File: src/rtl/hazard_ctrl_pkg.sv
// hazard_ctrl_pkg
//   Shared definitions for the pipeline hazard controller:
//   forwarding select encodings, the MDU occupancy FSM state type and
//   the default register index width.
package hazard_ctrl_pkg;

    localparam int unsigned REG_AW_DEF = 5;

    // EX operand source selects
    localparam logic [1:0] FWD_REG   = 2'b00;  // register file value
    localparam logic [1:0] FWD_EXMEM = 2'b01;  // EX/MEM pipeline register
    localparam logic [1:0] FWD_MEMWB = 2'b10;  // MEM/WB pipeline register

    typedef enum logic {
        RUN      = 1'b0,
        MDU_WAIT = 1'b1
    } hz_state_e;

endpackage

File: src/rtl/hazard_fwd_unit.sv
// hazard_fwd_unit
//   Purely combinational forwarding comparator for one EX operand.
//   Ports:
//     src_i           EX-stage source register index
//     mem_rd_i        MEM-stage destination index
//     mem_reg_write_i MEM stage writes a register
//     wb_rd_i         WB-stage destination index
//     wb_reg_write_i  WB stage writes a register
//     sel_o           operand select (FWD_REG / FWD_EXMEM / FWD_MEMWB)
//   Register 0 never forwards; the younger EX/MEM result wins over MEM/WB.
module hazard_fwd_unit
    import hazard_ctrl_pkg::*;
#(
    parameter int unsigned REG_AW = REG_AW_DEF
) (
    input  logic [REG_AW-1:0] src_i,
    input  logic [REG_AW-1:0] mem_rd_i,
    input  logic              mem_reg_write_i,
    input  logic [REG_AW-1:0] wb_rd_i,
    input  logic              wb_reg_write_i,
    output logic [1:0]        sel_o
);

    always_comb begin
        sel_o = FWD_REG;
        if (src_i != '0) begin
            if (mem_reg_write_i && (mem_rd_i == src_i)) begin
                sel_o = FWD_EXMEM;
            end else if (wb_reg_write_i && (wb_rd_i == src_i)) begin
                sel_o = FWD_MEMWB;
            end
        end
    end

endmodule

File: src/rtl/hazard_ctrl.sv
// hazard_ctrl
//   Pipeline hazard controller for the 5-stage datapath. Produces the
//   hold/flush controls for PC, IF_ID and ID/EX plus the EX operand
//   forwarding selects, and tracks multi-cycle MDU occupancy.
//   Ports:
//     clk, rst                 clock (rising edge), async active-low reset
//     id_rs/id_rt, id_use_*    ID-stage sources and their use flags
//     id_use_hilo, id_mdu_op   ID instruction reads HI/LO / is mult-div
//     ex_rs/ex_rt/ex_rd, ex_*  EX-stage indices, write/load/branch/MDU start
//     mem_rd/mem_reg_write     MEM-stage destination
//     wb_rd/wb_reg_write       WB-stage destination
//     pc_hold, if_id_hold      hold PC / IF_ID
//     if_id_flush, id_ex_flush bubble IF_ID / ID/EX
//     fwd_a, fwd_b             EX operand selects
//     mdu_busy                 MDU still occupied
//   Configuration macro: HAZARD_CTRL_FORWARDING_EN
//     defined   - forwarding active, only load-use RAW stalls
//     undefined - selects tied to register file, any RAW on an EX or MEM
//                 producer stalls until the producer reaches WB
module hazard_ctrl
    import hazard_ctrl_pkg::*;
#(
    parameter int unsigned MDU_LAT = 4,
    parameter int unsigned REG_AW  = REG_AW_DEF
) (
    input  logic              clk,
    input  logic              rst,
    input  logic [REG_AW-1:0] id_rs,
    input  logic [REG_AW-1:0] id_rt,
    input  logic              id_use_rs,
    input  logic              id_use_rt,
    input  logic              id_use_hilo,
    input  logic              id_mdu_op,
    input  logic [REG_AW-1:0] ex_rs,
    input  logic [REG_AW-1:0] ex_rt,
    input  logic [REG_AW-1:0] ex_rd,
    input  logic              ex_reg_write,
    input  logic              ex_mem_read,
    input  logic              ex_branch_taken,
    input  logic              ex_mdu_start,
    input  logic [REG_AW-1:0] mem_rd,
    input  logic              mem_reg_write,
    input  logic [REG_AW-1:0] wb_rd,
    input  logic              wb_reg_write,
    output logic              pc_hold,
    output logic              if_id_hold,
    output logic              if_id_flush,
    output logic              id_ex_flush,
    output logic [1:0]        fwd_a,
    output logic [1:0]        fwd_b,
    output logic              mdu_busy
);

    // Counter must hold MDU_LAT-1; keep at least one bit for MDU_LAT <= 2.
    localparam int unsigned CW = (MDU_LAT > 2) ? $clog2(MDU_LAT) : 1;
    localparam logic [CW-1:0] CNT_LOAD = CW'(MDU_LAT - 1);

    hz_state_e     state_q, state_d;
    logic [CW-1:0] cnt_q,   cnt_d;

    logic ex_hit, mem_hit, raw_stall, mdu_stall, stall;

    // ID instruction reads a given nonzero producer register
    function automatic logic id_reads(input logic [REG_AW-1:0] r,
                                      input logic [REG_AW-1:0] rs,
                                      input logic [REG_AW-1:0] rt,
                                      input logic use_rs,
                                      input logic use_rt);
        return (r != '0) && ((use_rs && (rs == r)) || (use_rt && (rt == r)));
    endfunction

    // ---------------- MDU occupancy FSM ----------------
    always_comb begin
        state_d = state_q;
        cnt_d   = cnt_q;
        case (state_q)
            RUN: begin
                if (ex_mdu_start && (MDU_LAT > 1)) begin
                    state_d = MDU_WAIT;
                    cnt_d   = CNT_LOAD;
                end
            end
            MDU_WAIT: begin
                // A second start while busy restarts the full wait.
                if (ex_mdu_start) begin
                    cnt_d = CNT_LOAD;
                end else if (cnt_q == CW'(1)) begin
                    state_d = RUN;
                    cnt_d   = '0;
                end else begin
                    cnt_d = cnt_q - CW'(1);
                end
            end
            default: begin
                state_d = RUN;
                cnt_d   = '0;
            end
        endcase
    end

    always_ff @(posedge clk or negedge rst) begin
        if (!rst) begin
            state_q <= RUN;
            cnt_q   <= '0;
        end else begin
            state_q <= state_d;
            cnt_q   <= cnt_d;
        end
    end

    assign mdu_busy = (state_q == MDU_WAIT);

    // ---------------- RAW detection and forwarding ----------------
    assign ex_hit  = ex_reg_write  && id_reads(ex_rd,  id_rs, id_rt, id_use_rs, id_use_rt);
    assign mem_hit = mem_reg_write && id_reads(mem_rd, id_rs, id_rt, id_use_rs, id_use_rt);

`ifdef HAZARD_CTRL_FORWARDING_EN
    // Only a load in EX cannot be bypassed in time.
    assign raw_stall = ex_mem_read && ex_hit;

    logic unused_fwd_en;
    assign unused_fwd_en = mem_hit;

    hazard_fwd_unit #(.REG_AW(REG_AW)) u_fwd_a (
        .src_i           (ex_rs),
        .mem_rd_i        (mem_rd),
        .mem_reg_write_i (mem_reg_write),
        .wb_rd_i         (wb_rd),
        .wb_reg_write_i  (wb_reg_write),
        .sel_o           (fwd_a)
    );

    hazard_fwd_unit #(.REG_AW(REG_AW)) u_fwd_b (
        .src_i           (ex_rt),
        .mem_rd_i        (mem_rd),
        .mem_reg_write_i (mem_reg_write),
        .wb_rd_i         (wb_rd),
        .wb_reg_write_i  (wb_reg_write),
        .sel_o           (fwd_b)
    );
`else
    // No bypass paths: wait until the producer is in WB, where the
    // write-before-read register file resolves the dependency.
    assign raw_stall = ex_hit || mem_hit;
    assign fwd_a     = FWD_REG;
    assign fwd_b     = FWD_REG;

    logic unused_fwd_dis;
    assign unused_fwd_dis = ^{ex_rs, ex_rt, wb_rd, wb_reg_write, ex_mem_read};
`endif

    // ---------------- pipeline controls ----------------
    assign mdu_stall = mdu_busy && (id_use_hilo || id_mdu_op);
    assign stall     = raw_stall || mdu_stall;

    // Reset forces all controls low; a taken branch overrides any stall.
    assign pc_hold     = rst && stall && !ex_branch_taken;
    assign if_id_hold  = rst && stall && !ex_branch_taken;
    assign if_id_flush = rst && ex_branch_taken;
    assign id_ex_flush = rst && (ex_branch_taken || stall);

endmodule
File: config.mk
export PLATFORM = sky130hd
export DESIGN_NAME = hazard_ctrl
export DESIGN_NICKNAME = d
export VERILOG_FILES = /design/src/rtl/hazard_ctrl_pkg.sv /design/src/rtl/hazard_fwd_unit.sv /design/src/rtl/hazard_ctrl.sv
export SDC_FILE = /design/constraint.sdc
export NUM_CORES = 1
export LEC_CHECK = 0
export ABC_AREA = 1
export CORE_AREA = 4 4 51 53
export DETAILED_ROUTE_END_ITERATION = 10
export DIE_AREA = 0 0 55 57
export PLACE_DENSITY = 0.75
export SLEW_MARGIN = 25
export SYNTH_ARGS = -nofsm -noshare
export SYNTH_HDL_FRONTEND = slang
export SYNTH_SLANG_ARGS = --single-unit
File: constraint.sdc
create_clock -name clk -period 1.4 [get_ports clk]
set_input_delay 0.28 -clock clk [delete_from_list [all_inputs] [get_ports clk]]
set_output_delay 0.28 -clock clk [all_outputs]
set_load 0.005 [all_outputs]
; After elaboration in Yosys (flattened, before gate mapping)
; Cells that the tools add are included.
; W data, S select, Z words.
[word_totals]
inputBits = 47
wordCells = 40
output_inout_bits = 9
regBits = 3
[op_classes]
n_addsub = 1
n_mux = 8
bitwise = 1
n_reduce_logical = 22
eq_ne = 6
[op_table]
columns = op, n
row1 = $eq A5 B5 Y1, 4
row2 = $logic_and A1 B1 Y1, 13
row3 = $reduce_bool A5 Y1, 2
row4 = $logic_or A1 B1 Y1, 6
row5 = $mux W2, 3
row6 = $pmux W2 S2, 1
row7 = $mux W1, 3
row8 = $eq A2 B1 Y1 const B, 1
row9 = $ne A2 B2 Y1 const B, 1
row10 = $pmux W1 S2, 1
row11 = $sub A2 B1 Y2 const B, 1
row12 = $logic_not A1 Y1, 1
row13 = $not A1 Y1, 1

; Logic depth before layout (Yosys ltp)
; Gate-level depths: netlist (run 1).
[depth]
ltp_word = 9
depth_mapped = 11
mapped_depth_nobuf = 10

; Least setup slack after synthesis (run 1)
; Ideal clock, no wire load.
[synth_timing]
path_type = input -> output
from = input ex_rd[0]
to = output pc_hold
path_buffers = 1
setup_slack_ns = 0.108
arrival_ns = 1.012
stages = 10
cell_sequence = inv_1 > nor2_1 > nor2_1 > nand3_1 > nand2_1 > nand2_1 > nand3_2 > nand2_2 > nor2_2 > buf_4
[synth_via]
elab_chain_len = 9
word_cells_on_any_way = 12
[synth_lines]
columns = item, line
row1 = "start, declared", hazard_ctrl.sv:36  ; input logic [REG_AW-1:0] ex_rd,
row2 = $eq A5 B5 Y1, hazard_ctrl.sv:69  ; return (r != '0) && ((use_rs && (rs == r)) || (use_rt && (rt == r)));
row3 = $logic_and A1 B1 Y1, hazard_ctrl.sv:69
row4 = $logic_or A1 B1 Y1, hazard_ctrl.sv:69
row5 = $logic_and A1 B1 Y1 (*), hazard_ctrl.sv:69
row6 = $logic_and A1 B1 Y1 (*), hazard_ctrl.sv:114  ; assign ex_hit = ex_reg_write && id_reads(ex_rd, id_rs, id_rt, id_use_rs, id_use_rt);
row7 = $logic_or A1 B1 Y1 (*), hazard_ctrl.sv:144  ; assign raw_stall = ex_hit || mem_hit;
row8 = $logic_or A1 B1 Y1 (*), hazard_ctrl.sv:154  ; assign stall = raw_stall || mdu_stall;
row9 = $logic_and A1 B1 Y1 (*) (2 in series), --
row10 = "end, declared", hazard_ctrl.sv:45  ; output logic pc_hold,
; Every way passes the cells marked *; elsewhere a longest branch is shown, timed or not.

; Final worst setup path (run 1)
[layout_timing]
from = input id_rs[2]
to = output if_id_hold
[layout_via]
elab_chain_len = 9
word_cells_on_any_way = 14
[layout_lines]
columns = item, line
row1 = "start, declared", hazard_ctrl.sv:28  ; input logic [REG_AW-1:0] id_rs,
row2 = $eq A5 B5 Y1, hazard_ctrl.sv:69
row3 = $logic_and A1 B1 Y1, hazard_ctrl.sv:69
row4 = $logic_or A1 B1 Y1, hazard_ctrl.sv:69
row5 = $logic_and A1 B1 Y1, hazard_ctrl.sv:69
row6 = "$logic_and A1 B1 Y1, on equally long branches", "hazard_ctrl.sv:114, hazard_ctrl.sv:115"
row7 = $logic_or A1 B1 Y1 (*), hazard_ctrl.sv:144
row8 = $logic_or A1 B1 Y1 (*), hazard_ctrl.sv:154
row9 = $logic_and A1 B1 Y1 (*) (2 in series), hazard_ctrl.sv:158  ; assign if_id_hold = rst && stall && !ex_branch_taken;
row10 = "end, declared", hazard_ctrl.sv:46  ; output logic if_id_hold,
; Marked as above.

==> impl_metrics.yaml, run 1 <==
die:
  dieArea_mm2: 0.00314
  rows: 17
  die_h_um: 57
  io-pin-count: 56
  die_x_um: 55
  start_util: 0.285
  coreArea_mm2: 0.00215
routing:
  drc: 0
  drtIter0Drc: 19
  wl_per_cell_um: 10.3
  vias_per_cell: 4.55
  first_pass_iters: 4
  wl_mm: 2.02
  num_vias: 887
  ant_nets: 0
place:
  gp_congestion: 0.908
  dpl.hpwl_mm: 1.61
  dp_cells: 191
  dpl_worst_slack_ps: -920
  port_buffers: 34
  placed_cell_area_um2: 977
timing:
  rsz0062_at_grt: "true"
  holdWs_ps: 73.9
  finalHoldViolations: 0
  period_share: 1.04
  slew_viol_final: 0
  max_clock_freq_mhz: 684
  clock-skew-final_ps: 1.04
  period_needed_ps: 1460
  setup_viol_count_final: 3
  setup_slack_ps: -61.0
global_routing:
  grt_pass1_wl_mm: 3.08
  grt_util_met3: 0.0131
  overflow: 0
  grt_max_degree: 7
  track_usage: 0.126
  use_met1: 0.156
  met2_usage: 0.218
  grt_pass1_vias: 824
  busiest_layer: "met2"
  antenna_found_initial: 0
clock_tree:
  clock_path_buffers: 2
  htreeDepth: 1
  clk_latency_ps: 230
  ctsHoldBuffers: 0
  cts_tree: "built"
  clock_sinks: 3
  cts_buffers: 3
  cts_root_buffer: "clkbuf_4"
  path_clk_slew_ps: 30
cells_and_area:
  diodes: 0
  syn2layout_area_growth_pct: 83.9
  nets: 216
  fill_cells: 223
  stdcell_count: 195
  stdcell_area_mm2: 0.00113
  layout-drive-gt1-share: 0.479
min_path:
  hold_path.class: "input pin to async pin"
power:
  leakagePower_nw: 0.651
  powerDensity_mw_per_mm2: 608
  power_w: 0.000685
  peakVddDrop_v: 0.000352
logic_synthesis:
  ys_seq_area_frac: 0.122
  synth_area_leaders: "nand2_1 36%, inv_1 14%, dfrtp_1 12%"
  synthDistinctLibCells: 17
  yosys_warnings: 0
  synth_top_area_frac: 0.355
  syn_area_um2: 613
  syn_avg_cell_area_um2: 4.75
  post-synth-top-area-cell: "nand2_1"
  synth-seq-cells: 3
  synth_cells: 129
critical_path:
  worst-path-max-fanout: 3
  crit_path_end_kind: "output pin"
  cp-start-kind: "input pin"
  cp_data_required_time_ps: 1120
  criticalPathCategory: "input pin to output pin"
  worstPathArrival_ps: 1180
flow_run:
  maxCapViolations: 0
status:
  violations: "setup timing"
  status: "finished with violations"
-- final cells by class --
cell class                 instances  area (um2)  share of cell area
multi-input combinational         98         495               0.440
timing repair buffer              36         373               0.331
inverter                          26         123               0.109
clock buffer                       4        26.3              0.0233
tap                               28        35.0              0.0311
sequential                         3        75.1              0.0666
-- layer usage --
layer	wire length, um	part of all wire	vias up
li1	-	-	454
met1	743	0.37	394
met2	1090	0.54	39
met3	182	0.090	0
met4	0	0	0
met5	0	0	-
-- path summary, 6_finish.rpt --
check | from | to | slack, ps | cells past startpoint
max | id_rs[2] | if_id_hold | -60 | 12
min | rst | cnt_q[0] | 70 | 2
max reg2reg | cnt_q[0] | cnt_q[1] | 330 | 3
min reg2reg | cnt_q[1] | cnt_q[1] | 570 | 2
max in group asynchronous | rst | cnt_q[1] | 1230 | 2
min in group clk | cnt_q[1] | cnt_q[1] | 570 | 2
-- critical path: stages --
cell and delay [ps]:
buf_2 100, inv_2 40, nand2_1 50, nand2_1 50
nor2_1 100, nand3_1 90, nand2_1 90, nand2_1 60
nand3_2 60, nand2_2 60, nor2_2 90, buf_2 120
-- synthesized netlist by cell type --
master   count
dfrtp_1      3
inv_2        3
nor2_1      16
a21o_1       1
conb_1       1
nand2_1     58
o21ai_0      7
inv_1       23
nand2_2      1
a31oi_1      1
nand3_2      1
a21oi_1      1
nor2_2       1
buf_4        5
ha_1         1
nand3_1      4
nand4_1      2
-- where the power goes --
| part | internal [W] | switching [W] | total (W) |
|---|---|---|---|
| clock | 0.000106 | 0.0000389 | 0.000145 |
| combinational | 0.000202 | 0.000203 | 0.000405 |
| sequential | 0.000121 | 0.0000136 | 0.000135 |
-- state kept, by name, indices dropped and copies added (netlist names) --
signal / count
cnt_q: 2
mdu_busy: 1
-- per-stage QoR --
| step | setup TNS (ps) | utilization |
|---|---|---|
| detailed placement | -3030 | 0.455 |
| global route | -414 | 0.525 |
| global placement | -2920 | 0.455 |
| floorplan | 0 | - |
| finish | -135 | 0.525 |
| CTS | -182 | 0.455 |
-- cell usage in the layout (no fill, tap or decap), drive strengths merged, types with 3 or more instances in the layout --
cell type    synthesis  final
nand2               59     59
buf                  5     26
inv                 26     26
nor2                17     17
o21ai                7      7
dlygate4sd2          0      6
nand3                5      5
clkbuf               0      5
conb                 1      4
dfrtp                3      3
-- what timing repair did --
action / 4_1_cts / 5_1_grt
resized for setup: 148 / 55
pin swaps: 31 / 38
setup buffers: 0 / 0
setup endpoints to repair: 5 / 4
-- logic make-up (layout without fill, tap and decap cells) --
kind of cell	count (synthesis)	count (layout)	synth area share
and+or+nand+nor	83	83	0.543
DFF	3	3	0.122
AOI/OAI and AO/OA	10	10	0.0878
buffers and inverters	31	66	0.220
other	1	4	0.00612
adders and majority gates	1	1	0.0204
Power figures use the tool's default switching activity.
==> run 2: changes to the inputs <==
--- a/config.mk
+++ b/config.mk
@@ -6,10 +6,12 @@
 export NUM_CORES = 1
 export LEC_CHECK = 0
 export ABC_AREA = 1
+export CAP_MARGIN = 5
 export CORE_AREA = 4 4 51 53
 export DETAILED_ROUTE_END_ITERATION = 10
 export DIE_AREA = 0 0 55 57
 export PLACE_DENSITY = 0.75
+export SKIP_CTS_REPAIR_TIMING = 1
 export SLEW_MARGIN = 25
 export SYNTH_ARGS = -nofsm -noshare
 export SYNTH_HDL_FRONTEND = slang
==> impl_metrics.yaml, run 2 (synthesis results as in run 1) <==
status:
  status: "finished with violations"
  violations: "setup timing"
cells_and_area:
  layout-drive-gt1-share: 0.429
  final_cell_mix: "42 x nand2_1, 17 x nand2_2, 14 x inv_2"
  diodes: 0
  multi_input_area_um2: 474
  nets: 217
  largest_register_ffs: 2
  seqCellArea_um2: 75.1
  syn2layout_area_growth_pct: 72.7
  regMostFlops: "cnt_q"
  stdcell_count: 196
  fill_cells: 232
  mostFrequentLayoutCell: "nand2_1"
global_routing:
  overflow: 0
  grt_pass1_vias: 810
  grt_pass1_wl_mm: 2.87
  met2_usage: 0.203
  use_met1: 0.145
  track_usage: 0.118
  antenna_found_initial: 0
  grt_max_degree: 7
  busiest_layer: "met2"
  grt_util_met3: 0.0104
critical_path:
  rr_worst_depth: 3
  worst-path-max-fanout: 3
  crit_path_end_kind: "output pin"
  worstReg2RegEnd: "cnt_q[1]"
  worstPathArrival_ps: 1230
  reg2reg_slack_ps: 330
  cp-start-kind: "input pin"
  path_cells: "buf_4, inv_2, nand2_1, nand2_1, nor2_1, nand3_1, nand2_1, nand2_1, nand3_2, nand2_2, nor2_2, clkbuf_2"
  cp_num_buf_inv: 3
  cpMostUsedCell: "nand2_1"
  r2r_start: "cnt_q[0]"
  cpPeakStageDelay_ps: 120
  cp_data_required_time_ps: 1120
  critical-path-top-delay-family: "simple AND/OR/NAND/NOR gates"
  slowest_stage: "clkbuf_2"
  criticalPathCategory: "input pin to output pin"
die:
  rows: 17
  coreArea_mm2: 0.00215
  io-pin-count: 56
  die_h_um: 57
  start_util: 0.285
  dieArea_mm2: 0.00314
  die_x_um: 55
power:
  power_w: 0.000673
  clockPowerShare: 0.216
  seq_power_share: 0.206
  leakagePower_nw: 0.660
  switchingPower_w: 0.000251
  powerDensity_mw_per_mm2: 636
  p_int_w: 0.000422
  p_comb_frac: 0.579
  peakVddDrop_v: 0.000385
  p_sw_frac: 0.373
place:
  dp_cells: 191
  port_buffers: 34
  dpl.hpwl_mm: 1.61
  dpl_worst_slack_ps: -920
  gp_congestion: 0.908
clock_tree:
  cts_root_buffer: "clkbuf_4"
  path_clk_slew_ps: 30
  clock_sinks: 3
  htreeDepth: 1
  clk_latency_ps: 230
  cts_buffers: 3
  clock_path_buffers: 2
  cts_tree: "built"
timing:
  rsz0062_at_grt: "true"
  max_clock_freq_mhz: 663
  finalHoldViolations: 0
  period_needed_ps: 1510
  period_share: 1.08
  slew_viol_final: 0
  setup_viol_count_final: 3
  clock-skew-final_ps: 1.09
  setup_slack_ps: -109
min_path:
  hold_path.class: "input pin to async pin"
routing:
  drtIter0Drc: 23
  vias_per_cell: 4.41
  num_vias: 864
  first_pass_iters: 4
  drc: 0
  wl_per_cell_um: 10.3
  ant_nets: 0
  wl_mm: 2.01
flow_run:
  maxCapViolations: 0
run 2: cell types whose count changed in the layout (fill, tap and decap cells not counted), sizes merged:
| cell | before | now |
|---|---|---|
| buf | 26 | 20 |
| clkbuf | 5 | 10 |
| clkdlybuf4s15 | 1 | 0 |
| clkdlybuf4s50 | 1 | 3 |
| dlygate4sd2 | 6 | 0 |
| dlygate4sd3 | 0 | 1 |
| dlymetal6s2s | 1 | 7 |
run 2: how the worst max path moves through the flow:
stage / start / endpoint / cells after the start
2_1_floorplan: ex_rd[0] / pc_hold / 10
3_3_place_gp: mem_rd[2] / pc_hold / 12
3_5_place_dp: mem_rd[3] / if_id_hold / 12
4_1_cts: mem_rd[3] / if_id_hold / 12
5_1_grt: id_rs[1] / pc_hold / 12
6_report: ex_rd[2] / if_id_hold / 12
run 2: metrics by stage:
step	instance area (um2)	util	setup TNS (ps)	hold WS, ps
2_1_floorplan	624	-	0	-15.6
3_3_place_gp	977	0.455	-2920	513
3_5_place_dp	977	0.455	-3030	569
4_1_cts	1000	0.467	-3120	412
5_1_grt	1060	0.493	-547	540
6_report	1060	0.493	-268	541
run 2: final cells by class:
type | count | share of cell area
clock buffers | 4 | 0.0248
inverters | 26 | 0.102
multi-input cells | 98 | 0.448
flip-flops and latches | 3 | 0.0709
well taps | 28 | 0.0331
repair buffers | 37 | 0.322
run 2: tightest hold or removal path: cells and delay by family:
family / cells / cell delay (ps)
buf+inv: 3 / 810
run 2: per-layer routing:
metal,vias up,routed length [um]
met5,-,0
met4,0,0
met3,0,144
met2,25,1090
met1,384,773
li1,455,-
run 2: power groups by stage:
| stage | registers [W] | logic [W] | clock network, W |
|---|---|---|---|
| after floorplan | 0.000142 | 0.000175 | 0 |
| after global placement | 0.000134 | 0.000353 | 0 |
| after detailed placement | 0.000135 | 0.000370 | 0 |
| after CTS | 0.000134 | 0.000373 | 0.000150 |
| after global routing | 0.000140 | 0.000431 | 0.000168 |
| final | 0.000138 | 0.000390 | 0.000145 |
